===== config.mk =====
export PLATFORM = sky130hd
export DESIGN_NAME = vocab_decoder
export DESIGN_NICKNAME = d
export VERILOG_FILES = /design/src/rtl/vocab_decoder.sv
export SDC_FILE = /design/constraint.sdc
export NUM_CORES = 1
export LEC_CHECK = 0
export ABC_AREA = 1
export BUFFER_PORTS_ARGS = -buffer_cell sky130_fd_sc_hd__buf_2
export CAP_MARGIN = 20
export CORE_UTILIZATION = 45
export DETAILED_ROUTE_END_ITERATION = 7
export GPL_ROUTABILITY_DRIVEN = 0
export PLACE_DENSITY = 0.68
export SYNTH_ARGS = -nofsm -noshare
export SYNTH_HDL_FRONTEND = slang
export SYNTH_SLANG_ARGS = --single-unit
export TNS_END_PERCENT = 20

===== constraint.sdc =====
create_clock -name clk -period 4.72 [get_ports clk]
set_input_delay 0.944 -clock clk [delete_from_list [all_inputs] [get_ports clk]]
set_output_delay 0.944 -clock clk [all_outputs]
set_load 0.005 [all_outputs]

===== src/rtl/vocab_decoder.sv =====
// Vocabulary decoder: walks null-terminated words in SRAM to word number `id` and streams its bytes (null last).
// Optional VOCAB_DECODER_LEN_EN adds word_len, the count of non-null beats handshaken for the current word.
module vocab_decoder #(
  parameter int ADDR_WIDTH = 4,
  parameter int DATA_WIDTH = 8,
  parameter int ID_WIDTH   = 4,
  parameter int END_ADDR   = 2**ADDR_WIDTH-1
) (
  input  logic                  clk,
  input  logic                  rst_n,
  input  logic                  cs,
  input  logic [ID_WIDTH-1:0]   id,
  output logic                  mem_cs,
  output logic [ADDR_WIDTH-1:0] mem_addr,
  input  logic [DATA_WIDTH-1:0] mem_rdata,
  output logic [DATA_WIDTH-1:0] out_data,
  output logic                  out_valid,
  input  logic                  out_ready,
  output logic                  out_last,
  output logic                  busy,
  output logic                  done,
  output logic                  found
`ifdef VOCAB_DECODER_LEN_EN
  ,output logic [ADDR_WIDTH-1:0] word_len
`endif
);

  localparam logic [ADDR_WIDTH-1:0] LAST_ADDR = ADDR_WIDTH'(END_ADDR);

  typedef enum logic [1:0] {IDLE, SKIP, STREAM, DONE} state_t;

  state_t                state, state_nxt;
  logic [ADDR_WIDTH-1:0] addr;
  logic [ID_WIDTH-1:0]   remaining;
  logic                  pend;       // a read is in flight; mem_rdata belongs to addr this cycle
  logic                  wstart;     // the pending SKIP read sits at a word-start position
  logic                  have_char;
  logic                  start, hs, at_end, rd_null;

  assign start    = cs && (state == IDLE || state == DONE);
  assign hs       = out_valid && out_ready;
  assign at_end   = (addr == LAST_ADDR);
  assign rd_null  = (mem_rdata == '0);
  assign mem_addr = addr;
  assign busy     = (state == SKIP) || (state == STREAM);
  assign done     = (state == DONE);

  always_ff @(posedge clk or negedge rst_n) begin
    if (!rst_n) state <= IDLE;
    else        state <= state_nxt;
  end

  always_comb begin
    state_nxt = state;
    mem_cs    = 1'b0;
    case (state)
      IDLE, DONE: begin
        if (cs) state_nxt = (id == '0) ? STREAM : SKIP;
      end
      SKIP: begin
        mem_cs = !pend;
        if (pend) begin
          if (at_end || (rd_null && wstart))             state_nxt = DONE;
          else if (rd_null && remaining == ID_WIDTH'(1)) state_nxt = STREAM;
        end
      end
      STREAM: begin
        // Only refill when the output register is empty or about to drain a non-final beat.
        mem_cs = !pend && (!out_valid || (out_ready && !out_last));
        if (pend && rd_null && !have_char) state_nxt = DONE;
        if (hs && out_last)                state_nxt = DONE;
      end
      default: state_nxt = IDLE;
    endcase
  end

  always_ff @(posedge clk or negedge rst_n) begin
    if (!rst_n) begin
      addr      <= '0;
      remaining <= '0;
      pend      <= 1'b0;
      wstart    <= 1'b0;
      have_char <= 1'b0;
      found     <= 1'b0;
      out_data  <= '0;
      out_valid <= 1'b0;
      out_last  <= 1'b0;
    end else if (start) begin
      addr      <= '0;
      remaining <= id;
      pend      <= 1'b0;
      wstart    <= 1'b1;
      have_char <= 1'b0;
      found     <= 1'b0;
      out_valid <= 1'b0;
      out_last  <= 1'b0;
    end else begin
      if (mem_cs) pend <= 1'b1;
      case (state)
        SKIP: begin
          if (pend) begin
            pend   <= 1'b0;
            wstart <= rd_null;
            if (!at_end) addr <= addr + ADDR_WIDTH'(1);
            if (rd_null) remaining <= remaining - ID_WIDTH'(1);
          end
        end
        STREAM: begin
          if (hs) begin
            out_valid <= 1'b0;
            if (out_last) begin
              found    <= (out_data == '0);
              out_last <= 1'b0;
            end
          end
          // The register is always empty when read data returns, so loading never collides with a held beat.
          if (pend) begin
            pend <= 1'b0;
            if (!rd_null || have_char) begin
              out_data  <= mem_rdata;
              out_valid <= 1'b1;
              out_last  <= rd_null || at_end;
              have_char <= 1'b1;
              if (!at_end) addr <= addr + ADDR_WIDTH'(1);
            end
          end
        end
        default: ;
      endcase
    end
  end

`ifdef VOCAB_DECODER_LEN_EN
  always_ff @(posedge clk or negedge rst_n) begin
    if (!rst_n)                      word_len <= '0;
    else if (start)                  word_len <= '0;
    else if (hs && out_data != '0)   word_len <= word_len + ADDR_WIDTH'(1);
  end
`endif

endmodule


### After elaboration in Yosys (flattened, before gate mapping)

Index checks and enable logic that the tools add are counted.
Widths: inputs -> output; s select.

* add/sub/neg operators: 2
* multiply operators: 0
* div/mod/pow operators: 0
* order comparisons: 0
* equal/unequal tests: 12
* shift operators: 0
* muxes and demuxes: 44
* bitwise logic cells: 1
* reductions and logical operators: 41

Operator list (number)
* $mux 4: 9
* $mux 1: 25
* $logic_not 8->1: 2
* $mux 2: 7
* $reduce_bool 2->1: 7
* $reduce_and 4->1: 3
* $logic_and 1x1->1: 9
* $reduce_and 3->1: 3
* $pmux 4 s2: 1
* $logic_or 1x1->1: 6
* $ne 3x1->1 const B: 2
* $ne 3x3->1 const B: 2
* $pmux 2 s3: 1
* $logic_not 1->1: 5
* $add 4x1->4 const B: 1
* $eq 2x2->1 const B: 2
* $eq 4x1->1 const B: 1
* $eq 4x4->1 const B: 1
* $logic_not 4->1: 1
* $ne 2x2->1 const B: 2
* $reduce_or 2->1: 2
* $sub 4x1->4 const B: 1
* $ne 3x2->1 const B: 1
* $reduce_bool 3->1: 1
* 5 further kinds: 5

* register bits: 24
* bits in latches: 0
* bits in writable memories: 0
* ROM bits: 0
* bits of input ports: 16
* output and inout port bits: 18
* memories kept: 0

### Logic depth before layout (Yosys ltp)

* depth after elaboration: 9
* mapped depth: 10

### Worst setup path before layout

OpenSTA, ideal clock, no wires.

* kind: input -> output
* from: input port out_ready
* to: output port mem_cs
* arrival: 1.307 ns
* path slack: 2.469 ns
* stages on the path: 3
* buffers on the path: 0
* path through: or2_1 nand3_1 a21oi_1

* cells in the longest elaborated chain, start to end: 4

Ends and longest elaborated chain
* start, declared: RTL line 18 `input logic out_ready,`
* $logic_and 1x1->1: RTL line 69 `mem_cs = !pend && (!out_valid || (out_ready && !out_last));`
* $logic_or 1x1->1: RTL line 69
* $logic_and 1x1->1: RTL line 69
* $pmux 1 s2: RTL line 56 `case (state)`
* end, declared: RTL line 13 `output logic mem_cs,`

No other way between the ends.

### Worst setup path after layout

* from: register state[0]
* to: output port mem_cs

* cells in the longest elaborated chain, start to end: 2

Ends and longest elaborated chain
* start, declared: RTL line 32 `state_t state, state_nxt;`
* start signal, assigned: RTL line 50 `else state <= state_nxt;`
* $eq 2x2->1 or $eq 2x1->1 (tied branches): RTL line 56
* $pmux 1 s2 (*): RTL line 56

Mark *: on every way between the ends. The rest lies on a longest branch, timed or not.

==> flow_metrics.env <==
export IMPL_status="complete, no violations"
export IMPL_multi_input_area_um2=758
export IMPL_first_pass_grt_wire_length_um=5000
export IMPL_post_route_period_util=0.572
export IMPL_via_count=1313
export IMPL_storage_element_area_um2=601
export IMPL_rsz_0062_raised_after_global_routing="false"
export IMPL_setup_tns_ns=0
export IMPL_critPathLaunchType="register"
export IMPL_synth_seq_cells=24
export IMPL_worst_r2r_startpoint="state[0]"
export IMPL_seq_area_frac_synth=0.404
export IMPL_cts_buffers=3
export IMPL_synth_enable_flop_cells=0
export IMPL_floorplan_die_area_mm2=0.00354
export IMPL_count_of_distinct_cell_types_in_the_synthesized_netlist=31
export IMPL_nets=241
export IMPL_global_route_usage_total=0.190
export IMPL_crit_path_class="register to output port"
export IMPL_cts_setup_buffers=0
export IMPL_synth_area_leaders="dfrtp_1 40%, nand2_1 11%, ha_1 5.1%, o21ai_1 5.1%, inv_1 4.8%"
export IMPL_timing_reg2reg_setup_slack_ns=2.65
export IMPL_placementRows=20
export IMPL_drtAntennaViolNets=0
export IMPL_total_number_of_yosys_warnings=0
export IMPL_dominantRegCellSynth="dfrtp_1"
export IMPL_reg2reg_depth=8
export IMPL_fillCellCount=320
export IMPL_worst_min_delay_path_category="register to register"
export IMPL_rr_endpoint="mem_addr[2]"
export IMPL_yosysMostFrequentCell="nand2_1"
export IMPL_globalRouteOverflowTotal=0
export IMPL_syn_to_final_growth_pct=15.8
export IMPL_min_delay_worst_endpoint="wstart"
export IMPL_grt_antenna_before_repair=0
export IMPL_data_arrival_critical_path_ns=1.76
export IMPL_viasPerCell=5.01
export IMPL_critical_path_max_fanout=7
export IMPL_slew_at_the_pin_closest_to_its_max_slew_limit_ns=0.641
export IMPL_detailedRoute_firstPassIterationCount=4
export IMPL_critical_path_required_ns=3.78
export IMPL_synthArstFlopShare=1.00
export IMPL_fmaxAchievable_mhz=370
export IMPL_endpoint_kind="output port"
export IMPL_finalSetupViolations=0
export IMPL_finalHoldViolCount=0
export IMPL_die_x_um=59.5
export IMPL_dp_cells=258
export IMPL_postCtsHoldBufs=0
export IMPL_total_wirelength_um=2990
export IMPL_cts_sinks=24
export IMPL_ctsLongestPathBuffers=2
export IMPL_pin_count_of_the_biggest_net_entering_global_routing=25
export IMPL_final_instance_count_excl_fill=262
export IMPL_final_layout_size_suffix_gt1_frac=0.261
export IMPL_power_density_mw_per_mm2=655
export IMPL_detailedRoute_firstIterationViolations=64
export IMPL_cts_tree="yes"
export IMPL_clk_latency_ns=0.31
export IMPL_grt_pass1_vias=1163
export IMPL_cts_repair_resized_insts=0
export IMPL_dp_hpwl_um=2280
export IMPL_synthesis_area_mm2=0.00149
export IMPL_slew_violations=0
export IMPL_clock_input_transition_at_the_sequential_cells_of_the_worst_setup_and_hold_paths_ns=0.13
export IMPL_min_period_ns=2.70
export IMPL_synthesis_nets=208
export IMPL_peakVddDrop_mv=0.362
export IMPL_post_route_util=0.555
export IMPL_worst_hold_startpoint="wstart"
export IMPL_fin_worst_skew_ns=0.00557
export IMPL_slew_limit_headroom=0.567
export IMPL_io_pin_count=34
export IMPL_average_wire_length_per_cell_after_detail_routing_um=11.4
export IMPL_leakage_nw=0.923
export IMPL_postSynthAreaPerCell_um2=7.99
export IMPL_drc_violations_left=0
export IMPL_max_cap_violations=0
export IMPL_worstHoldPathCells=2
export IMPL_synth_top_area_cell="dfrtp_1"
export IMPL_io_buffers=33
export IMPL_synthDominantCellAreaShare=0.404
export IMPL_start_util=0.479
export IMPL_fp_coreArea_mm2=0.00310
export IMPL_synth_commonest_cells="43 x nand2_1, 24 x dfrtp_1, 19 x inv_1"
export IMPL_synth_cells=186
export IMPL_finalHoldWorstSlack_ns=0.524
export IMPL_cts_max_level=1
export IMPL_die_height_um=59.5
export IMPL_antenna_diode_count=0
export IMPL_clk_root_buffer_cell="clkbuf_4"
export IMPL_fin_total_pwr_mw=1.13
## metal layers
metal	global-route usage	vias up	wire [µm]
met1	0.268	616	1480
met5	0	-	0
met4	0.0612	0	36
li1	-	667	-
met2	0.300	25	1370
met3	0.0262	5	98
## critical path: stages (launching register included)
cell and delay, ns:
dfrtp_1 0.44, inv_1 0.07, ha_1 0.35, inv_2 0.09
nor2_1 0.11, nand3_1 0.10, a21oi_1 0.16, buf_2 0.14
## how the worst max path moves through the flow
stage	start	endpoint	slack, ns	depth (start not counted)
2_1_floorplan	out_ready	mem_cs	2.47	3
3_3_place_gp	out_ready	mem_cs	2.22	5
3_5_place_dp	out_ready	mem_cs	2.18	5
4_1_cts	state[0]	mem_cs	1.98	7
5_1_grt	state[0]	mem_cs	1.86	7
6_report	state[0]	mem_cs	2.02	7
## cell type report
class / instances / share of cell area
Multi-Input combinational cell: 133 / 0.440
Clock buffer: 3 / 0.0131
Clock inverter: 1 / 0.0174
Tap cell: 44 / 0.0320
Sequential cell: 24 / 0.349
Inverter: 24 / 0.0523
Timing Repair Buffer: 33 / 0.0959
## layout by cell type, fill, tap and decap left out, types with 2 or more instances in the layout
cell and n:
ha_1 6, nand3_1 14, o211ai_1 2, nor4_1 2
or2_1 2, nor2_1 17, nand2_1 43, inv_2 5
dfrtp_1 24, xor2_1 2, nor2_8 2, inv_1 19
o21ai_1 15, nand2_2 4, clkbuf_4 3, nor2_2 3
o22ai_1 2, buf_2 33, a21oi_1 7
## stage by stage
stage | setup slack (ns) | cell area [µm²]
4_1_cts | 1.98 | 1720
5_1_grt | 1.86 | 1720
3_5_place_dp | 2.18 | 1670
6_report | 2.02 | 1720
2_1_floorplan | 2.47 | 1490
3_3_place_gp | 2.22 | 1670
## cells by family after synthesis
group / count (synthesis) / share of synthesized area
simple gates: 91 / 0.306
xor+xnor: 3 / 0.0177
flops: 24 / 0.404
fa+ha+maj: 6 / 0.0505
compound gates: 33 / 0.136
buf+inv: 29 / 0.0859
## flip-flops by register name, summed over array words and instances, names as in the netlist
name / count
out_data: 8
mem_addr: 4
remaining: 4
state: 2
found: 1
have_char: 1
out_last: 1
out_valid: 1
pend: 1
wstart: 1
## power breakdown
group | leakage (nW) | internal [mW] | switching (mW)
Sequential | 0.302 | 0.295 | 0.0747
Combinational | 0.593 | 0.241 | 0.371
Clock | 0.0279 | 0.0858 | 0.0613
Total | 0.923 | 0.621 | 0.507
Note: power is estimated with default switching activity, not from simulation.
